===== config.mk =====
export PLATFORM = sky130hd
export DESIGN_NAME = ofdm_subcarrier_mapper
export DESIGN_NICKNAME = d
export VERILOG_FILES = /design/src/rtl/ofdm_tx_pkg.sv /design/src/rtl/ofdm_pilot_lfsr.sv /design/src/rtl/ofdm_subcarrier_mapper.sv
export SDC_FILE = /design/constraint.sdc
export NUM_CORES = 1
export LEC_CHECK = 0
export ABC_AREA = 1
export CAP_MARGIN = 40
export CORE_ASPECT_RATIO = 0.7
export CORE_MARGIN = 4
export CORE_UTILIZATION = 55
export DETAILED_ROUTE_END_ITERATION = 6
export DONT_BUFFER_PORTS = 1
export GPL_TIMING_DRIVEN = 0
export PLACE_DENSITY_LB_ADDON = 0.05
export SYNTH_ARGS = -nofsm -noshare
export SYNTH_HDL_FRONTEND = slang
export SYNTH_SLANG_ARGS = --single-unit

===== constraint.sdc =====
create_clock -name clk -period 4.4 [get_ports clk]
set_input_delay 0.44 -clock clk [delete_from_list [all_inputs] [get_ports clk]]
set_output_delay 0.44 -clock clk [all_outputs]
set_load 0.01 [all_outputs]

===== src/rtl/ofdm_tx_pkg.sv =====
// ----------------------------------------------------------------------------
// ofdm_tx_pkg
// Shared types and helpers for the OFDM TX subcarrier mapper.
//   cplx_t      : {Im,Re} sample at the default 16-bit component width
//   bin_class_t : classification of an IFFT bin (null / pilot / data)
//   map_state_t : mapper control state
//   LFSR_SEED   : pilot polarity scrambler seed
//   bin_class() : classifies bin b from the mapper geometry
// ----------------------------------------------------------------------------
package ofdm_tx_pkg;

  localparam logic [6:0]  LFSR_SEED = 7'h7F;
  localparam int unsigned CPLX_DW   = 16;

  typedef struct packed {
    logic [CPLX_DW-1:0] im;
    logic [CPLX_DW-1:0] re;
  } cplx_t;

  typedef enum logic [1:0] {
    BIN_NULL,
    BIN_PILOT,
    BIN_DATA
  } bin_class_t;

  typedef enum logic [1:0] {
    IDLE,
    RUN,
    PAD
  } map_state_t;

  // Bins 1..nused/2 carry logical carriers 0..nused/2-1; the top half of the
  // spectrum (negative frequencies) carries the remaining logical carriers.
  function automatic bin_class_t bin_class(
    input int unsigned b,
    input int unsigned nfft,
    input int unsigned nused,
    input int unsigned spacing,
    input int unsigned offset
  );
    int unsigned half;
    int unsigned k;
    half = nused / 2;
    if ((b == 0) || ((b > half) && (b < (nfft - half)))) begin
      return BIN_NULL;
    end
    if (b <= half) begin
      k = b - 1;
    end else begin
      k = b - (nfft - nused);
    end
    if ((k % spacing) == offset) begin
      return BIN_PILOT;
    end
    return BIN_DATA;
  endfunction

endpackage


===== src/rtl/ofdm_pilot_lfsr.sv =====
// ----------------------------------------------------------------------------
// ofdm_pilot_lfsr
// 802.11 scrambler (x^7 + x^4 + 1) used as the per-symbol pilot polarity
// source. The current output bit selects the polarity of the symbol being
// mapped; one step is taken per symbol.
//   clk, rst : clock, synchronous active-high reset (loads the seed)
//   step     : advance one position
//   reload   : load the seed (wins over step)
//   p_neg    : 1 = pilot polarity -1 for the current symbol
// ----------------------------------------------------------------------------
module ofdm_pilot_lfsr
  import ofdm_tx_pkg::*;
(
  input  logic clk,
  input  logic rst,
  input  logic step,
  input  logic reload,
  output logic p_neg
);

  logic [6:0] lfsr_q;
  logic [6:0] lfsr_d;
  logic       fb;

  assign fb    = lfsr_q[6] ^ lfsr_q[3];
  assign p_neg = fb;

  always_comb begin
    lfsr_d = lfsr_q;
    if (reload) begin
      lfsr_d = LFSR_SEED;
    end else if (step) begin
      lfsr_d = {lfsr_q[5:0], fb};
    end
  end

  always_ff @(posedge clk) begin
    if (rst) begin
      lfsr_q <= LFSR_SEED;
    end else begin
      lfsr_q <= lfsr_d;
    end
  end

endmodule


===== src/rtl/ofdm_subcarrier_mapper.sv =====
// ----------------------------------------------------------------------------
// ofdm_subcarrier_mapper
// Maps the modulator sample stream onto NFFT IFFT bins per OFDM symbol, in
// natural bin order: DC/guard nulls, pilots with scrambled polarity, and data
// carriers taken from the input. Checks symbol alignment of the input and
// zero-pads frames that end early.
//   clk, rst          : clock, synchronous active-high reset
//   s_axis_*          : modulator input ({Im,Re}), tlast = last sample of frame
//   s_mod_symb_last   : marks the last data sample of each OFDM symbol
//   m_axis_*          : bin output ({Im,Re}), tlast on bin NFFT-1
//   m_axis_frame_last : bin NFFT-1 of the last symbol of a frame
//   err_symb_align    : pulse on symbol-last marker misplaced or missing
//   err_short_frame   : pulse when a frame ends early and is padded
// ----------------------------------------------------------------------------
module ofdm_subcarrier_mapper
  import ofdm_tx_pkg::*;
#(
  parameter int unsigned NFFT          = 64,
  parameter int unsigned NUSED         = 48,
  parameter int unsigned PILOT_SPACING = 8,
  parameter int unsigned PILOT_OFFSET  = 3,
  parameter int unsigned DW            = 16,
  parameter logic [DW-1:0] SYMBOL_POS  = 16'h7FFF,
  parameter logic [DW-1:0] SYMBOL_NEG  = 16'h8001,
  parameter bit          PILOT_POL_EN  = 1'b1
) (
  input  logic          clk,
  input  logic          rst,
  input  logic          s_axis_tvalid,
  output logic          s_axis_tready,
  input  logic [2*DW-1:0] s_axis_tdata,
  input  logic          s_axis_tlast,
  input  logic          s_mod_symb_last,
  output logic          m_axis_tvalid,
  input  logic          m_axis_tready,
  output logic [2*DW-1:0] m_axis_tdata,
  output logic          m_axis_tlast,
  output logic          m_axis_frame_last,
  output logic          err_symb_align,
  output logic          err_short_frame
);

  localparam int unsigned NDATA = NUSED - NUSED / PILOT_SPACING;
  localparam int unsigned BW    = $clog2(NFFT);
  localparam int unsigned DCW   = $clog2(NDATA + 1);

  map_state_t state_q, state_d;
  logic [BW-1:0]   b_q, b_d;
  logic [DCW-1:0]  dcnt_q, dcnt_d;
  logic            frame_seen_q, frame_seen_d;
  logic            tvalid_q, tvalid_d;
  logic [2*DW-1:0] tdata_q, tdata_d;
  logic            tlast_q, tlast_d;
  logic            flast_q, flast_d;
  logic            err_align_q, err_align_d;
  logic            err_short_q, err_short_d;

  bin_class_t      cls;
  logic            advance;
  logic            accept;
  logic            last_bin;
  logic            last_data;
  logic            frame_flag;
  logic            emit;
  logic [2*DW-1:0] emit_word;
  logic [2*DW-1:0] pilot_word;
  logic            lfsr_step;
  logic            lfsr_reload;
  logic            lfsr_p_neg;
  logic            pol_neg;

  ofdm_pilot_lfsr u_pilot_lfsr (
    .clk    (clk),
    .rst    (rst),
    .step   (lfsr_step),
    .reload (lfsr_reload),
    .p_neg  (lfsr_p_neg)
  );

  assign pol_neg = PILOT_POL_EN && lfsr_p_neg;

  always_comb begin
    pilot_word         = '0;
    pilot_word[DW-1:0] = pol_neg ? SYMBOL_NEG : SYMBOL_POS;
  end

  assign cls       = bin_class(32'(b_q), NFFT, NUSED, PILOT_SPACING, PILOT_OFFSET);
  assign advance   = !tvalid_q || m_axis_tready;
  assign last_bin  = (b_q == BW'(NFFT - 1));
  assign last_data = (dcnt_q == DCW'(NDATA - 1));

  assign s_axis_tready = (state_q == RUN) && (cls == BIN_DATA) && advance;
  assign accept        = s_axis_tready && s_axis_tvalid;

  // A frame ends in this symbol if tlast was seen earlier, arrives on this
  // very bin, or the symbol is being padded.
  assign frame_flag = frame_seen_q || (accept && s_axis_tlast) || (state_q == PAD);

  always_comb begin
    state_d      = state_q;
    b_d          = b_q;
    dcnt_d       = dcnt_q;
    frame_seen_d = frame_seen_q;
    tvalid_d     = tvalid_q;
    tdata_d      = tdata_q;
    tlast_d      = tlast_q;
    flast_d      = flast_q;
    err_align_d  = 1'b0;
    err_short_d  = 1'b0;
    lfsr_step    = 1'b0;
    lfsr_reload  = 1'b0;
    emit         = 1'b0;
    emit_word    = '0;

    // The stage empties whenever it may advance and nothing new is loaded.
    if (advance) begin
      tvalid_d = 1'b0;
      tlast_d  = 1'b0;
      flast_d  = 1'b0;
    end

    case (state_q)
      IDLE: begin
        if (s_axis_tvalid) begin
          state_d = RUN;
        end
      end
      RUN, PAD: begin
        if (advance) begin
          case (cls)
            BIN_NULL: emit = 1'b1;
            BIN_PILOT: begin
              emit      = 1'b1;
              emit_word = pilot_word;
            end
            BIN_DATA: begin
              if (state_q == PAD) begin
                emit = 1'b1;
              end else if (s_axis_tvalid) begin
                emit      = 1'b1;
                emit_word = s_axis_tdata;
              end
            end
            default: emit = 1'b0;
          endcase
        end
      end
      default: state_d = IDLE;
    endcase

    if (accept) begin
      dcnt_d = dcnt_q + DCW'(1);
      if (s_mod_symb_last != last_data) begin
        err_align_d = 1'b1;
      end
      if (s_axis_tlast) begin
        frame_seen_d = 1'b1;
        if (!last_data) begin
          err_short_d = 1'b1;
          state_d     = PAD;
        end
      end
    end

    if (emit) begin
      tvalid_d = 1'b1;
      tdata_d  = emit_word;
      tlast_d  = last_bin;
      if (last_bin) begin
        b_d          = '0;
        dcnt_d       = '0;
        frame_seen_d = 1'b0;
        state_d      = IDLE;
        flast_d      = frame_flag;
        lfsr_step    = 1'b1;
        lfsr_reload  = frame_flag;
      end else begin
        b_d = b_q + BW'(1);
      end
    end
  end

  always_ff @(posedge clk) begin
    if (rst) begin
      state_q      <= IDLE;
      b_q          <= '0;
      dcnt_q       <= '0;
      frame_seen_q <= 1'b0;
      tvalid_q     <= 1'b0;
      tdata_q      <= '0;
      tlast_q      <= 1'b0;
      flast_q      <= 1'b0;
      err_align_q  <= 1'b0;
      err_short_q  <= 1'b0;
    end else begin
      state_q      <= state_d;
      b_q          <= b_d;
      dcnt_q       <= dcnt_d;
      frame_seen_q <= frame_seen_d;
      tvalid_q     <= tvalid_d;
      tdata_q      <= tdata_d;
      tlast_q      <= tlast_d;
      flast_q      <= flast_d;
      err_align_q  <= err_align_d;
      err_short_q  <= err_short_d;
    end
  end

  assign m_axis_tvalid     = tvalid_q;
  assign m_axis_tdata      = tdata_q;
  assign m_axis_tlast      = tlast_q;
  assign m_axis_frame_last = flast_q;
  assign err_symb_align    = err_align_q;
  assign err_short_frame   = err_short_q;

endmodule


# [After elaboration in Yosys (flattened, before gate mapping)]
# Index checks and enable logic that the tools add are counted.
[classes] n_addsub=4 n_mul=0 div_mod_pow=0 magnitude_cmp=3 eq_ne=8 shifts=0 mux=47 n_bitwise=3 n_reduce_logical=19
[op_table] op="two-way mux 32 bit" n=4
[op_table] op="one-hot mux 32 bit (2 select lines)" n=1
[op_table] op="two-way mux 6 bit" n=4
[op_table] op="two-way mux 1 bit" n=23
[op_table] op="two-way mux 2 bit" n=10
[op_table] op="two-way mux 16 bit" n=1
[op_table] op="adder 6 x 1 -> 6 bit, second input constant" n=2
[op_table] op="== test 6 bit, second input constant" n=2
[op_table] op="OR reduction 2 bit" n=4
[op_table] op="greater-than comparator 6 x 5 -> 1 bit, second input constant" n=1
[op_table] op="less-or-equal comparator 6 x 5 -> 1 bit, second input constant" n=1
[op_table] op="logical NOT 6 bit" n=1
[op_table] op="less-than comparator 6 bit, second input constant" n=1
[op_table] op="two-way mux 3 bit" n=2
[op_table] op="subtractor 3 x 1 -> 3 bit, second input constant" n=2
[op_table] op="logical AND 1 bit" n=5
[op_table] op="== test 2 x 1 -> 1 bit, second input constant" n=2
[op_table] op="== test 2 bit, second input constant" n=2
[op_table] op="logical NOT 2 bit" n=2
[op_table] op="logical OR 1 bit" n=4
[op_table] op="one-hot mux 2 bit (2 select lines)" n=1
[op_table] op="== test 3 x 2 -> 1 bit, second input constant" n=1
[op_table] op="OR reduction 3 bit" n=1
[op_table] op="NOT 1 bit" n=2
[op_table] op="5 further kinds" n=5
[totals] reg_bits=59 latch_bits=0 ramBits=0 rom_bits=0 in_bits=38 output_inout_bits=38 word_cells=95 memories=0

# [Logic depth before layout (Yosys ltp)]
# Gate-level depths: netlist of the first run.
[depth] ltp_word=20 ltp_mapped=15 ltp_nobuf=14

# [Hierarchy]
# A second synthesis of the first run with hierarchy kept.
[hier_totals] cells_unflattened=396 hier_area_um2=2792.7
[modules_own_cells] mod="ofdm_subcarrier_mapper" instances=1 cells_each=355 area_each_um2=2501.1 seq_area_each_um2=1041.0
[modules_own_cells] mod="ofdm_pilot_lfsr" instances=1 cells_each=41 area_each_um2=291.5 seq_area_each_um2=140.1

# [Worst setup path after synthesis of the first run]
# Ideal clock, no wire load.
[synth_path] path_type="register to output" startpoint="register b_q[0]" endpoint="output s_axis_tready" t_arrival_ns=1.789 required_time_ns=3.960 path_slack_ns=2.171 stages_incl_launch_ff=11 path_buffers=1 cell_sequence="dfxtp_1 > inv_1 > ha_1 > inv_1 > nor2_1 > o21ai_0 > o21ai_1 > a21oi_4 > inv_1 > clkbuf_1 > nor3_1"
[synth_between] elab_chain_len=11 word_cells_on_any_way=20 classes_between="add/sub: 2; order compare: 3; eq/ne: 2; mux: 8; reduce/logical: 5"
[synth_rtl] element="from (decl)" line="ofdm_subcarrier_mapper.sv:48" rtl="logic [BW-1:0] b_q, b_d;"
[synth_rtl] element="from (signal assigned)" line="ofdm_subcarrier_mapper.sv:186" rtl="b_q <= '0;"
[synth_rtl] element="from (signal assigned)" line="ofdm_subcarrier_mapper.sv:197" rtl="b_q <= b_d;"
[synth_rtl] element="less-or-equal comparator 6 x 5 -> 1 bit (tied with other cells)" line="ofdm_tx_pkg.sv:47" rtl="if (b <= half) begin"
[synth_rtl] element="two-way mux 3 bit (2 in series)" line="ofdm_tx_pkg.sv:47"
[synth_rtl] element="== test 3 x 2 -> 1 bit" line="ofdm_tx_pkg.sv:52" rtl="if ((k % spacing) == offset) begin"
[synth_rtl] element="two-way mux 1 bit" line="ofdm_tx_pkg.sv:52"
[synth_rtl] element="two-way mux 1 bit" line="ofdm_tx_pkg.sv:47"
[synth_rtl] element="two-way mux 2 bit" line="ofdm_tx_pkg.sv:55" rtl="return BIN_DATA;"
[synth_rtl] element="two-way mux 2 bit (*)" line="ofdm_tx_pkg.sv:47"
[synth_rtl] element="== test 2 bit (*)" line="ofdm_subcarrier_mapper.sv:92" rtl="assign s_axis_tready = (state_q == RUN) && (cls == BIN_DATA) && advance;"
[synth_rtl] element="logical AND 1 bit (*) (2 in series)" line="ofdm_subcarrier_mapper.sv:92"
[synth_rtl] element="to (decl)" line="ofdm_subcarrier_mapper.sv:30" rtl="output logic s_axis_tready,"
# Every way passes the cells marked *; elsewhere a longest branch is shown, timed or not. The select of a mux whose other input is x is not followed.

# [Final worst setup path of the first run]
# Ends and elaborated chain as after synthesis.

==> run summary, run 1 <==
Clock network latency to the later pin of the worst-skew pair: 0.34 ns
Kind of start point of the critical path: register
Final Cycle Share: 69.33%
Cell at the root of the clock tree: clkbuf_8
Vias in the first global route: 2428
CP Class: register to output pin
Number of cells upsized or downsized after cts: 0
Arr. time, crit path: 2.61 ns
Endpoint of the most critical register-to-register path: state_q[0]$_SDFF_PP0_
CTS tree: yes
Top cell type by total area after synthesis: dfxtp_1
Post-DR vias/cell: 5.133
Core ar.: 0.004913 mm^2
Die outline width: 94.38 um
Routed via count: 2556
Met3 Routed Length: 564 um
Area contributors post-synth: dfxtp_1 (41%), nor2_1 (15%), nand2_1 (9.4%)
Wire length per cell after detailed routing: 13.62 um
Outcome: finished clean
Unrepaired setup endpoints after global routing: no
Static Leak: 1.381 nW
Endpoint of the most critical setup path: s_axis_tready
Worst vdd rail ir drop: 0.2323 mV
DIE HEIGHT: 68.47 um
Cell area after synthesis: 0.002873 mm^2
Pins over their slew limit: 0
Tot GR Track Use: 22.42%
Transition time at the pin with the least slew margin: 0.5545 ns
Post-layout min period: 3.050 ns
Worst setup path startpoint: b_q[0]$_SDFFE_PP0P_
H-tree depth: 3
Fin Clk Skew: 0.008241 ns
Count of clock tree sinks: 59
Flop2flop setup slack: 1.90 ns
Slowest stage delay, CP: 0.44 ns
Flop and latch count out of synthesis: 59
Type of element capturing the critical path: output pin
Post-CTS Setup Repair Bufs: 0
Hold-fix buffers, CTS: 0
Max layer used: met4
Largest net degree at the start of global routing: 11
Antenna Violating Nets Remaining: 0
Number of flops mapped to enable cells by yosys: 0
Data required time of the worst path: 3.96 ns
Post-route core utilization: 63.79%
Wire length of the first global-routing pass: 11100 um
Number of distinct library cells after synthesis: 33
Ys async rst share: 0%
Final #Nets: 470
Number of antenna violations at the first check in global routing: 0
Synth warnings: 0
Launching point of the worst reg2reg path: b_q[0]$_SDFFE_PP0P_
Gp weighted congestion: 0.9065
Starting DRT DRC Count: 142
Most frequent standard cell in the layout excluding fill and tap cells: nor2_1
Max-cap viol count: 0
Row count: 21
CTS max path bufs: 2
Worst Path Max Fanout: 10
Max Freq: 327.8 MHz
Starting Density: 58.47%
R2r worst-path depth: 11
First drt pass iteration count: 4
Share of final-layout standard cells stronger than drive strength 1: 8.159%
Family with the most delay on the worst path: compound AO/OA/AOI/OAI gates
Met2 wire length: 2934 um
Path class of the lowest-slack min-delay path: primary input to register
Clk slew on worst S/H paths: 0.06 ns
CP dominant cell by count: inv_1
Total Die Area: 0.006462 mm^2
Number of stages on the worst setup path: 10
Commonest cells after routing, fill and taps aside: nor2_1 (112), nand2_1 (72), dfxtp_1 (59)
Antenna Diode Count: 0
List of cells traversed by the critical path: inv_1 > ha_1 > inv_1 > nor2_1 > o21ai_0 > o21ai_1 > a21oi_4 > inv_1 > clkbuf_1 > nor3_1
Number of buffers added by the clock tree synthesis step: 9
Worst path bufs/invs: 4
Hold Vio Cnt, Final: 0
Routed metal-1 wire length: 3238 um
Finish-stage setup viols: 0
Worst Hold Slack: 0.2806 ns
Pwr/cell area: 433.1 mW/mm^2
Top-level I/O count: 76
Total wirelength of the detailed-routed design: 6784 um
Cells after synthesis: 414
Share of the synthesized area in the top cell type: 41.11%
Half-perimeter wire length after placement: 4869 um
Port bufs: 0
Total grt overflow: 0
Avg Cell Area, Syn: 6.939 um^2
Critical Path Slowest Stage Cell: dfxtp_1
DRC violation count after routing: 0
Synthesis-to-layout area growth: 9.103%
Setup Total Neg Slack: 0 ns
Remaining max-slew budget at the tightest pin: 62.89%
Register area share after synthesis: 41.11%
Synth Net Count: 459
Primary flip-flop cell chosen by synthesis mapping: dfxtp_1
[per-layer routing]
layer,vias to the layer above,track usage (%)
li1,1336,-
met1,1143,27.60
met2,70,35.69
met3,7,9.451
met4,0,7.568
met5,-,0
[worst min-delay path by stage]
stage                       startpoint                         to  slack, ns  cells after the start
2_1_floorplan  frame_seen_q$_SDFF_PP0_    frame_seen_q$_SDFF_PP0_       0.43                      2
3_3_place_gp   frame_seen_q$_SDFF_PP0_    frame_seen_q$_SDFF_PP0_       0.44                      2
3_5_place_dp   frame_seen_q$_SDFF_PP0_    frame_seen_q$_SDFF_PP0_       0.45                      2
4_1_cts                s_mod_symb_last  err_symb_align$_SDFF_PP0_       0.27                      2
5_1_grt                s_mod_symb_last  err_symb_align$_SDFF_PP0_       0.27                      2
6_report               s_mod_symb_last  err_symb_align$_SDFF_PP0_       0.28                      2
[per-stage QoR]
step / total power [mW] / cell area [um^2] / setup WS (ns) / cells
finish: 1.357 / 3134 / 1.350 / 498
global route: 1.438 / 3134 / 1.190 / 498
CTS: 1.371 / 3134 / 1.355 / 498
detailed placement: 0.9140 / 2959 / 1.755 / 483
global placement: 0.9056 / 2959 / 1.802 / 483
floorplan: 0.8485 / 2873 / 2.171 / 414
[area by class of cell]
cell class	count	area [um^2]
Inverter	39	148.9
Tap cell	69	86.33
Sequential cell	59	1181
Multi-Input combinational cell	299	1446
Clock buffer	12	135.1
Buffer	17	96.34
Fill cell	481	1779
Clock inverter	3	40.04
[sequential cells by signal (all words and copies together), names as in the netlist]
name	flops
err_symb_align	1
b_q	6
dcnt_q	6
m_axis_frame_last	1
m_axis_tvalid	1
u_pilot_lfsr.lfsr_q	7
err_short_frame	1
frame_seen_q	1
state_q	2
m_axis_tlast	1
m_axis_tdata	32
[cells by family (layout without fill, tap and decap cells)]
| group | count (synthesis) | after routing | share of synthesized area [%] |
|---|---|---|---|
| buf+inv | 56 | 71 | 8.537 |
| simple gates | 227 | 227 | 33.97 |
| fa+ha+maj | 7 | 7 | 3.049 |
| compound gates | 56 | 56 | 10.58 |
| xor+xnor | 9 | 9 | 2.744 |
| flops | 59 | 59 | 41.11 |
[power breakdown]
part           internal [mW]  total [mW]  switching (mW)
logic                 0.0853       0.262           0.177
clock network          0.257       0.454           0.197
registers              0.584       0.641          0.0569
total                  0.927        1.36           0.431
[synth_stat cells, drive strengths merged (5+ instances only)]
cell / number
o21ai: 35
inv: 39
nand4: 10
nor2: 113
xor2: 7
dfxtp: 59
nand2: 77
ha: 7
nand3: 21
nor3: 5
clkbuf: 10
a21oi: 16
buf: 7
No activity file was read; power rests on OpenSTA's default activity.
==> run 2, diff against run 1 <==
clock period = 3 ns   (was 4.4 ns; I/O delays follow)
==> run summary, run 2 (synthesized netlist as in run 1, its figures left out) <==
Number of antenna violations at the first check in global routing: 0
Total grt overflow: 0
Path class of the lowest-slack min-delay path: primary input to register
Critical Path Slowest Stage Cell: dfxtp_1
Final Cycle Share: 94.14%
Half-perimeter wire length after placement: 4869 um
Worst path bufs/invs: 4
Remaining max-slew budget at the tightest pin: 59.52%
Worst setup path startpoint: b_q[0]$_SDFFE_PP0P_
DIE HEIGHT: 68.47 um
Number of buffers added by the clock tree synthesis step: 9
Antenna Violating Nets Remaining: 0
H-tree depth: 3
Final #Nets: 470
Hold Vio Cnt, Final: 0
Gp weighted congestion: 0.9065
Flip-flop count of the largest register after layout: 32
Top-level I/O count: 76
Synthesis-to-layout area growth: 9.277%
Row count: 21
Post-CTS Setup Repair Bufs: 0
Flop2flop setup slack: 0.50 ns
Worst vdd rail ir drop: 0.3404 mV
Kind of start point of the critical path: register
Count of clock tree sinks: 59
Number of stages on the worst setup path: 10
Pwr/cell area: 634.8 mW/mm^2
Type of element capturing the critical path: output pin
Commonest cells after routing, fill and taps aside: nor2_1 (112), nand2_1 (72), dfxtp_1 (59)
Post-DR vias/cell: 5.127
CP dominant cell by count: inv_1
Wire length per cell after detailed routing: 13.62 um
Post-layout min period: 2.824 ns
Data required time of the worst path: 2.70 ns
Most frequent standard cell in the layout excluding fill and tap cells: nor2_1
Die outline width: 94.38 um
Share of final-layout standard cells stronger than drive strength 1: 8.392%
Core ar.: 0.004913 mm^2
Wire length of the first global-routing pass: 11100 um
Arr. time, crit path: 2.52 ns
Launching point of the worst reg2reg path: b_q[0]$_SDFFE_PP0P_
Max Freq: 354.1 MHz
Vias in the first global route: 2428
Clk slew on worst S/H paths: 0.06 ns
Total Die Area: 0.006462 mm^2
Total wirelength of the detailed-routed design: 6783 um
Endpoint of the most critical register-to-register path: state_q[0]$_SDFF_PP0_
R2r worst-path depth: 11
CTS max path bufs: 2
CTS tree: yes
Unrepaired setup endpoints after global routing: no
Cell at the root of the clock tree: clkbuf_8
Starting DRT DRC Count: 162
Clock network latency to the later pin of the worst-skew pair: 0.34 ns
Worst Path Max Fanout: 10
Outcome: finished clean
Port bufs: 0
Largest net degree at the start of global routing: 11
Endpoint of the most critical setup path: s_axis_tready
Fin Clk Skew: 0.008983 ns
Routed via count: 2553
Family with the most delay on the worst path: compound AO/OA/AOI/OAI gates
Starting Density: 58.47%
Transition time at the pin with the least slew margin: 0.6050 ns
CP Class: register to output pin
Worst Hold Slack: 0.1394 ns
List of cells traversed by the critical path: inv_1 > ha_1 > inv_1 > nor2_1 > o21ai_0 > o21ai_1 > a21oi_4 > inv_1 > clkbuf_1 > nor3_2
Number of filler instances in the final layout: 481
Slowest stage delay, CP: 0.44 ns
Max-cap viol count: 0
Finish-stage setup viols: 0
Pins over their slew limit: 0
Static Leak: 1.382 nW
Antenna Diode Count: 0
Setup Total Neg Slack: 0 ns
First drt pass iteration count: 4
Tot GR Track Use: 22.42%
DRC violation count after routing: 0
## run 2: cell counts in the layout (fill, tap and decap cells not counted)
No cell type changed its count.
## run 2: per-stage QoR
stage          setup WS [ns]  cells  instance area [um^2]  utilization [%]  power (mW)
2_1_floorplan         0.9114    414                  2873                -       1.244
3_3_place_gp          0.5423    483                  2959            60.22       1.328
3_5_place_dp          0.4948    483                  2959            60.22       1.341
4_1_cts              0.09482    498                  3134            63.79       2.011
5_1_grt              0.05470    498                  3139            63.89       2.110
6_report              0.1757    498                  3139            63.89       1.993
## run 2: layout make-up
cell class / count / area (um^2) / area share [%]
Inverter: 39 / 148.9 / 4.743
Buffer: 17 / 96.34 / 3.069
Clock inverter: 3 / 40.04 / 1.275
Tap cell: 69 / 86.33 / 2.750
Sequential cell: 59 / 1181 / 37.62
Multi-Input combinational cell: 299 / 1451 / 46.23
Clock buffer: 12 / 135.1 / 4.305
## run 2: worst min-delay path by stage
stage	start	cells after the start	endpoint	slack, ns
global placement	frame_seen_q$_SDFF_PP0_	2	frame_seen_q$_SDFF_PP0_	0.44
floorplan	frame_seen_q$_SDFF_PP0_	2	frame_seen_q$_SDFF_PP0_	0.43
detailed placement	frame_seen_q$_SDFF_PP0_	2	frame_seen_q$_SDFF_PP0_	0.45
CTS	s_mod_symb_last	2	err_symb_align$_SDFF_PP0_	0.13
finish	s_mod_symb_last	2	err_symb_align$_SDFF_PP0_	0.14
global route	s_mod_symb_last	2	err_symb_align$_SDFF_PP0_	0.13
## run 2: worst register-to-register path, cell delays in order, from the launching register on
cell     delay (ns)
dfxtp_1        0.44
inv_1          0.12
ha_1           0.23
inv_1          0.06
nor2_1         0.04
o21ai_0        0.17
o21ai_1        0.17
a21oi_4        0.30
nand3_4        0.20
nand3_2        0.24
nand2_2        0.20
nor3_1         0.23
## run 2: report_power, final
part | leakage [nW] | internal [mW] | switching (mW)
Clock | 0.0902 | 0.377 | 0.290
Sequential | 0.481 | 0.857 | 0.0835
Combinational | 0.811 | 0.126 | 0.260
Total | 1.38 | 1.36 | 0.633
## run 2: timing repair
action,4_1_cts,5_1_grt
endpoints found under the setup margin,0,1
hold buffers,0,0
resized for setup,0,1
## run 2: per-layer routing
| layer | part of all wire [%] | GRT usage, % | vias to the layer above |
|---|---|---|---|
| met2 | 43 | 35.69 | 71 |
| met5 | 0 | 0 | - |
| met4 | 0.84 | 7.568 | 0 |
| met3 | 9.0 | 9.451 | 7 |
| li1 | - | - | 1333 |
| met1 | 47 | 27.60 | 1142 |
==> run 3, diff against run 2 <==
HOLD_SLACK_MARGIN = 0.1   (was unset)
==> results of run 3 <==
No change in the layout: final DEF, timing and power equal those of run 2.
